<file path="src/rtl/banco_fifos_salida_pkg.sv">
// banco_fifos_salida_pkg: shared widths, thresholds and entry-field layout
// for the output FIFO bank and the upstream arbiter.
package banco_fifos_salida_pkg;
   localparam int DATA_W_DEF    = 6;
   localparam int DEPTH_DEF     = 8;
   localparam int UMBRAL_AF_DEF = 2;
   localparam int N_FIFOS       = 4;
   localparam int CLASE_MSB     = 5;
   localparam int CLASE_LSB     = 4;
   localparam int PAYLOAD_MSB   = 3;
   localparam int PAYLOAD_LSB   = 0;
   function automatic logic es_onehot(input logic [N_FIFOS-1:0] v);
      return (v != '0) && ((v & (v - {{(N_FIFOS-1){1'b0}}, 1'b1})) == '0);
   endfunction
endpackage

</file>
<file path="src/rtl/banco_fifos_salida_fifo_simple.sv">
// fifo_simple: one output FIFO with registered read port, occupancy flags
// and a sticky protocol-violation flag.
module fifo_simple #(
   parameter int DATA_W    = 6,
   parameter int DEPTH     = 8,
   parameter int UMBRAL_AF = 2
) (
   input  logic              clk,
   input  logic              reset_L,
   input  logic [DATA_W-1:0] data_in,
   input  logic              push,
   input  logic              pop,
   input  logic              push_bad,
   output logic [DATA_W-1:0] data_out,
   output logic              valid_out,
   output logic              almost_full,
   output logic              fifo_empty,
   output logic              fifo_full,
   output logic              error
);
   localparam int AW = $clog2(DEPTH);
   localparam logic [AW:0] LLENO  = (AW+1)'(DEPTH);
   localparam logic [AW:0] UMBRAL = (AW+1)'(UMBRAL_AF);
   logic [DATA_W-1:0] mem_q [DEPTH];
   logic [AW-1:0]     wr_q, wr_d, rd_q, rd_d;
   logic [AW:0]       cnt_q, cnt_d;
   logic [DATA_W-1:0] dout_q, dout_d;
   logic              valid_q, valid_d, err_q, err_d, wr_en, rd_en;
   always_comb begin
      fifo_empty  = cnt_q == '0;
      fifo_full   = cnt_q == LLENO;
      almost_full = (LLENO - cnt_q) <= UMBRAL;
      wr_en       = push && !fifo_full;
      rd_en       = pop && !fifo_empty;
      wr_d        = wr_en ? wr_q + AW'(1) : wr_q;
      rd_d        = rd_en ? rd_q + AW'(1) : rd_q;
      cnt_d       = cnt_q + (AW+1)'(wr_en) - (AW+1)'(rd_en);
      dout_d      = rd_en ? mem_q[rd_q] : dout_q;
      valid_d     = rd_en;
      err_d       = err_q | (push && fifo_full) | (pop && fifo_empty) | push_bad;
   end
   // storage is never reset: entries are only readable after being rewritten
   always_ff @(posedge clk)
      if (wr_en) mem_q[wr_q] <= data_in;
   always_ff @(posedge clk or negedge reset_L) begin
      if (!reset_L) begin
         wr_q    <= '0;
         rd_q    <= '0;
         cnt_q   <= '0;
         dout_q  <= '0;
         valid_q <= 1'b0;
         err_q   <= 1'b0;
      end else begin
         wr_q    <= wr_d;
         rd_q    <= rd_d;
         cnt_q   <= cnt_d;
         dout_q  <= dout_d;
         valid_q <= valid_d;
         err_q   <= err_d;
      end
   end
   assign data_out  = dout_q;
   assign valid_out = valid_q;
   assign error     = err_q;
endmodule

</file>
<file path="src/rtl/banco_fifos_salida.sv">
// banco_fifos_salida: bank of four independent output FIFOs fed by a one-hot
// push from the arbiter and drained by per-FIFO consumers.
module banco_fifos_salida
   import banco_fifos_salida_pkg::*;
#(
   parameter int DATA_W    = DATA_W_DEF,
   parameter int DEPTH     = DEPTH_DEF,
   parameter int UMBRAL_AF = UMBRAL_AF_DEF
) (
   input  logic              clk,
   input  logic              reset_L,
   input  logic [DATA_W-1:0] data_in,
   input  logic [3:0]        Push,
   input  logic [3:0]        Pop,
   output logic [DATA_W-1:0] data_out0,
   output logic [DATA_W-1:0] data_out1,
   output logic [DATA_W-1:0] data_out2,
   output logic [DATA_W-1:0] data_out3,
   output logic [3:0]        valid_out,
   output logic [3:0]        Almost_full,
   output logic [3:0]        FIFO_empty,
   output logic [3:0]        FIFO_full,
   output logic [3:0]        error
);
   logic [3:0]        push_ok, push_bad;
   logic [DATA_W-1:0] dout [N_FIFOS];
   // a multi-hot push writes nowhere and flags every FIFO it addressed
   always_comb begin
      push_ok  = es_onehot(Push) ? Push : '0;
      push_bad = es_onehot(Push) ? '0 : Push;
   end
   for (genvar i = 0; i < N_FIFOS; i++) begin : g_fifo
      fifo_simple #(
         .DATA_W   (DATA_W),
         .DEPTH    (DEPTH),
         .UMBRAL_AF(UMBRAL_AF)
      ) u_fifo (
         .clk        (clk),
         .reset_L    (reset_L),
         .data_in    (data_in),
         .push       (push_ok[i]),
         .pop        (Pop[i]),
         .push_bad   (push_bad[i]),
         .data_out   (dout[i]),
         .valid_out  (valid_out[i]),
         .almost_full(Almost_full[i]),
         .fifo_empty (FIFO_empty[i]),
         .fifo_full  (FIFO_full[i]),
         .error      (error[i])
      );
   end
   assign data_out0 = dout[0];
   assign data_out1 = dout[1];
   assign data_out2 = dout[2];
   assign data_out3 = dout[3];
endmodule

</file>
<file path="config.mk">
export PLATFORM = sky130hd
export DESIGN_NAME = banco_fifos_salida
export DESIGN_NICKNAME = d
export VERILOG_FILES = /design/src/rtl/banco_fifos_salida_pkg.sv /design/src/rtl/banco_fifos_salida_fifo_simple.sv /design/src/rtl/banco_fifos_salida.sv
export SDC_FILE = /design/constraint.sdc
export NUM_CORES = 1
export LEC_CHECK = 0
export CORE_UTILIZATION = 45
export DETAILED_ROUTE_END_ITERATION = 7
export GPL_ROUTABILITY_DRIVEN = 1
export PLACE_DENSITY_LB_ADDON = 0.12
export SLEW_MARGIN = 0
export SYNTH_ARGS = -nofsm -noshare
export SYNTH_HDL_FRONTEND = slang
export SYNTH_SLANG_ARGS = --single-unit
export TNS_END_PERCENT = 5
</file>
<file path="constraint.sdc">
create_clock -name clk -period 3.3 [get_ports clk]
set_input_delay 0.66 -clock clk [delete_from_list [all_inputs] [get_ports clk]]
set_output_delay 0.66 -clock clk [all_outputs]
set_load 0.02 [all_outputs]
</file>
**Yosys cells after proc, flatten, opt, wreduce, memory -nomap -nowiden**

Memory sizes are Yosys's and may differ from the RTL's. A register that Yosys moved wholly into a read port is not among the register bits.
Cells that the tools add are included.

- Bits in registers: 48
- Bits in latches: 0
- RAM bits: 192
- ROM bits: 0
- Input port bits: 16
- Output and inout port bits: 44
- Word-level logic and storage cells: 111
- Memories kept: 4

Memory list:

| memory | words | width | read ports | clocked after memory_dff | write ports | line | source |
|---|---|---|---|---|---|---|---|
| g_fifo[0].u_fifo.mem_q | 8 | 6 | 1 | 1 | 1 | banco_fifos_salida_fifo_simple.sv:24 | `logic [DATA_W-1:0] mem_q [DEPTH];` |
| g_fifo[1].u_fifo.mem_q | 8 | 6 | 1 | 1 | 1 | banco_fifos_salida_fifo_simple.sv:24 |  |
| g_fifo[2].u_fifo.mem_q | 8 | 6 | 1 | 1 | 1 | banco_fifos_salida_fifo_simple.sv:24 |  |
| g_fifo[3].u_fifo.mem_q | 8 | 6 | 1 | 1 | 1 | banco_fifos_salida_fifo_simple.sv:24 |  |

- Add/subtract/negate cells: 21
- Multiply operators: 0
- Div/mod/pow operators: 0
- Order comparisons: 4
- Eq/ne operators: 4
- Shifts and indexed selects: 0
- Multiplexer cells: 10
- Bitwise operators: 13
- Reduce and logical (&&, ||, !) cells: 35

Operators by type and width:

| cell | count |
|---|---|
| $add A3 B1 Y3 const B | 8 |
| $logic_not A4 Y1 | 5 |
| $logic_and A1 B1 Y1 | 17 |
| $add A4 B1 Y4 | 4 |
| $eq A4 B4 Y1 const B | 4 |
| $le A4 B2 Y1 const B | 4 |
| $sub A4 B1 Y4 | 4 |
| $sub A4 B4 Y4 const A | 4 |
| $logic_not A1 Y1 | 12 |
| $or A1 B1 Y1 | 12 |
| $mux W1 | 8 |
| $mux W4 | 2 |
| $and A4 B4 Y4 | 1 |
| $reduce_bool A4 Y1 | 1 |
| $sub A4 B1 Y4 const B | 1 |

**Longest topological paths before layout**

- Depth in word-level cells: 9
- Gate-level depth with buffers: 10
- Depth with buffers taken out: 10

**Hierarchy**

Synthesis repeated with hierarchy kept, for this count alone.

- Cell total of the unflattened synthesis: 732
- Area total of the unflattened synthesis: 11,598.6 um2

Modules (own cells, without submodules):

| module | times used | cells each | area an instance (um2) | seq. area each (um2) |
|---|---|---|---|---|
| fifo_simple | 4 | 180 | 2,864.0 | 1,891.8 |
| banco_fifos_salida | 1 | 12 | 142.6 | 0.0 |

**Least setup slack after synthesis**

Ideal clock, no wire load.

- Path type: reg-to-reg
- Start: register g_fifo[3].u_fifo.cnt_q[1]
- End: memory g_fifo[3].u_fifo.mem_q[0][0] (enable)
- Library setup time: 386 ps
- Arrival: 1,915 ps
- Setup slack: 1,000 ps
- Cell stages (with the launch flop): 6
- Buffers on the path: 0
- Path through: dfrtp_1 inv_1 ha_1 a2111oi_4 nand2_2 nor4_1

- Word-level cells in the longest chain between the ends: 5

Ends and longest elaborated chain:

| what | line | source |
|---|---|---|
| start, declared | banco_fifos_salida_fifo_simple.sv:26 | `logic [AW:0] cnt_q, cnt_d;` |
| start signal, assigned | banco_fifos_salida_fifo_simple.sv:56 | `cnt_q <= cnt_d;` |
| $eq A4 B4 Y1 | banco_fifos_salida_fifo_simple.sv:31 | `fifo_full = cnt_q == LLENO;` |
| $logic_not A1 Y1 | banco_fifos_salida_fifo_simple.sv:33 | `wr_en = push && !fifo_full;` |
| $logic_and A1 B1 Y1 | banco_fifos_salida_fifo_simple.sv:33 |  |
| $mux W1 | banco_fifos_salida_fifo_simple.sv:44 | `if (wr_en) mem_q[wr_q] <= data_in;` |
| $mux W1 (implied by the code) | banco_fifos_salida_fifo_simple.sv:44 |  |
| end, declared | banco_fifos_salida_fifo_simple.sv:24 |  |

Every way passes these cells.

**Worst setup path after layout**

- Start: register g_fifo[1].u_fifo.cnt_q[1]
- End: output port Almost_full[1]

- Word-level cells in the longest chain between the ends: 2

Ends and longest elaborated chain:

| what | line | source |
|---|---|---|
| start, declared | banco_fifos_salida_fifo_simple.sv:26 |  |
| start signal, assigned | banco_fifos_salida_fifo_simple.sv:56 |  |
| $sub A4 B4 Y4 | banco_fifos_salida_fifo_simple.sv:32 | `almost_full = (LLENO - cnt_q) <= UMBRAL;` |
| $le A4 B2 Y1 | banco_fifos_salida_fifo_simple.sv:32 |  |
| end, declared | banco_fifos_salida.sv:20 | `output logic [3:0] Almost_full,` |

Every way passes these cells.

==> results_dict.tcl <==
set metrics [dict create \
    cp_cell_sequence "inv_1 > ha_1 > o22ai_1 > a211oi_1 > clkdlybuf4s50_1" \
    ys_ff_latch 264 \
    final_cells 1181 \
    cpMaxStageDelayCell "clkdlybuf4s50_1" \
    dr.first_iter.drc_count 370 \
    yosys.area_share.xor_xnor_pct 2.16 \
    crit_required_ns 2.64 \
    gp_congestion 0.829 \
    synthAdderAreaFrac_pct 5.55 \
    synth-main-ff-cell "edfxtp_1" \
    crit_fanout 6 \
    post-dp-hpwl_um 14800 \
    rr_worst_depth 10 \
    vias 6065 \
    post_synth_mux_area_share_pct 9.42 \
    dieArea_sq_um 25900 \
    pwr-share-seq_pct 39.5 \
    yosys_warnings 0 \
    fin_crit_ns 3.15 \
    synth_edf_count 192 \
    route.detailed.drc 0 \
    die_y_um 161 \
    rows 57 \
    post_cts_buffers 0 \
    post_drt_via_cell_ratio 5.14 \
    clk_latency_ns 0.55 \
    setup_tns_ns 0 \
    setup_viol 0 \
    cts_root_buf "clkbuf_16" \
    slew_viol_final 0 \
    fin_nets 899 \
    status "completed" \
    hold_slack_ns 0.281 \
    clkTransAtPathRegs_ns 0.06 \
    syn_avg_cell_area_sq_um 15.0 \
    start_kind "register" \
    leakage_nw 5.03 \
    setup_slack_ns 0.151 \
    fp.dieW_um 161 \
    n_antenna_cell 0 \
    core_area_sq_um 24500 \
    tightest_slew_ns 0.972 \
    cts_resized 0 \
    cp_top_family "buffers and inverters" \
    slew_headroom_pct 35.2 \
    grt_pass1_wl_um 36700 \
    yosysTopAreaCell "edfxtp_1" \
    fillCellCount 2020 \
    cts-buffers-inserted 28 \
    design_area_sq_um 13200 \
    comb_power_share_pct 33.1 \
    antenna_found_initial 0 \
    syn_nets 819 \
    synth-simple-area-share_pct 5.18 \
    dp_cells 1129 \
    synth_compound_area_share_pct 7.36 \
    p_switching_mw 3.67 \
    h-tree-depth 1 \
    cpPeakStageDelay_ns 0.66 \
    maxCapViolCount 0 \
    wl_per_cell_um 19.2 \
    synthDistinctLibCells 33 \
    layout_commonest_cell "edfxtp_1" \
    critPathKind "register to output pin" \
    place_area_sq_um 12300 \
    rsz0062_at_grt "no" \
    p_clk_share_pct 27.3 \
    antenna_left 0 \
    layout-drive-gt1-share_pct 15.3 \
    holdBufCountCts 0 \
    io_buffers 59 \
    clk_path_buf_depth 3 \
    ys_seq_area_share_pct 66.7 \
    r2r_setup_slack_ns 0.58 \
    syn-instance-count 755 \
    synth_top_family_by_area "multiplexers" \
    final.setup_skew_ns 0.0217 \
    grt_pass1_vias 6525 \
    syn_area_sq_um 11400 \
    cts_sinks 264 \
    power.internal_mw 7.64 \
    final_cell_mix "192 x edfxtp_1, 72 x dfrtp_1, 57 x clkdlybuf4s50_1, 50 x nand2_1, 50 x mux2_2" \
    initial_core_util_pct 46.3 \
    firstDrtPassIters 4 \
    cts_tree "yes" \
    maxClockFrequency_ghz 0.318 \
    grt_max_degree 73 \
    vdd_ir_drop_max_uv 491 \
    crit_arrival_ns 2.49 \
    ios 60 \
    timing.rr.start "g_fifo[3].u_fifo.cnt_q[1]" \
    overflow 0 \
    synth_area_leaders "edfxtp_1 51%, dfrtp_1 16%, mux2_2 5.0%, ha_1 4.8%, mux2i_1 4.2%" \
    synth_top_area_share_pct 50.8 \
    p_sw_share_pct 32.5 \
    area_growth_pct 16.6 \
    timing.rr.end "g_fifo[3].u_fifo.cnt_q[2]" \
    worstPathBufferInverterCount 2 \
    hp-class "primary input to asynchronous set/reset pin" \
    dp_slack_ns 0.225 \
    grt_usage_pct 18.4 \
    wl_um 22700 \
    hold_viol 0 \
    fin_crit_sh_pct 95.4 \
    endpoint_kind "output pin" \
    p_per_area_nw_per_um2 854 \
    async_flop_share_pct 27.3 \
]
[how the worst max path moves through the flow]
stage                     depth (start not counted)                      start  slack (ns)                            to
after detailed placement                          8                    Push[1]        0.23     g_fifo[3].u_fifo.cnt_q[2]
after global placement                            8                    Push[1]        0.29     g_fifo[3].u_fifo.cnt_q[2]
after CTS                                         5  g_fifo[0].u_fifo.cnt_q[1]        0.01                Almost_full[0]
after floorplan                                   5  g_fifo[3].u_fifo.cnt_q[1]         1.0  g_fifo[3].u_fifo.mem_q[0][0]
after global routing                              5  g_fifo[1].u_fifo.cnt_q[1]        0.04                Almost_full[1]
final                                             5  g_fifo[1].u_fifo.cnt_q[1]        0.15                Almost_full[1]
[synth_stat cells, drive strengths merged, types with 8 or more instances]
cell type / instances
nor2b: 8
a21oi: 8
mux2: 52
a22o: 24
inv: 48
nor3: 10
buf: 32
ha: 44
nor2: 25
nand3: 8
o31ai: 24
and2: 8
o22ai: 28
nand2b: 12
xnor2: 24
edfxtp: 192
dfrtp: 72
nand2: 52
mux2i: 48
[power by group through the flow]
stage	combinational, mW	clock [mW]	sequential, mW
after floorplan	2.59	0	4.59
after global placement	3.66	0	4.50
after detailed placement	3.78	0	4.53
after CTS	3.80	3.17	4.47
after global routing	4.15	3.31	4.54
final	3.75	3.09	4.47
[through the flow]
step                power, mW  utilization, %
floorplan                7.18               -
global placement         8.16            50.2
detailed placement       8.32            50.2
CTS                      11.4            53.9
global route             12.0            54.0
finish                   11.3            54.0
[registers in the layout, indices dropped and copies added (netlist names)]
signal	flops
g_fifo.u_fifo.error	4
g_fifo.u_fifo.valid_out	4
g_fifo.u_fifo.rd_q	12
g_fifo.u_fifo.data_out	24
g_fifo.u_fifo.mem_q	192
g_fifo.u_fifo.cnt_q	16
g_fifo.u_fifo.wr_q	12
[final cells by class]
type / count / area (sq um) / area share, %
flip-flops and latches: 264 / 7570 / 57.2
multi-input cells: 407 / 3370 / 25.5
repair buffers: 86 / 793 / 5.99
clock buffers: 35 / 747 / 5.64
well taps: 324 / 405 / 3.06
inverters: 48 / 180 / 1.36
clock inverters: 17 / 173 / 1.30
[metal layers]
layer  wire length, um  up-vias  global-route usage [%]
met2             10900      119                    30.1
met3              1140       24                    3.00
met5                 0        -                       0
met4               389        0                    4.55
li1                  -     2926                       -
met1             10200     2996                    25.6
[logic make-up (layout without fill, tap and decap cells)]
logic type,after synthesis,after routing
XOR/XNOR,28,28
AO/OA/AOI/OAI,104,104
flip-flops,264,264
adder cells (fa/ha/maj),48,48
multiplexers,100,100
AND/OR/NAND/NOR,127,127
buffers and inverters,84,186
[worst reg2reg max path: cells and delay by family, from the launching register on]
family / cells / cell delay [ns]
fa+ha+maj: 4 / 1.18
buf+inv: 4 / 0.42
flops: 1 / 0.44
compound gates: 1 / 0.39
xor+xnor: 1 / 0.17
(Power assumes the default switching activity.)
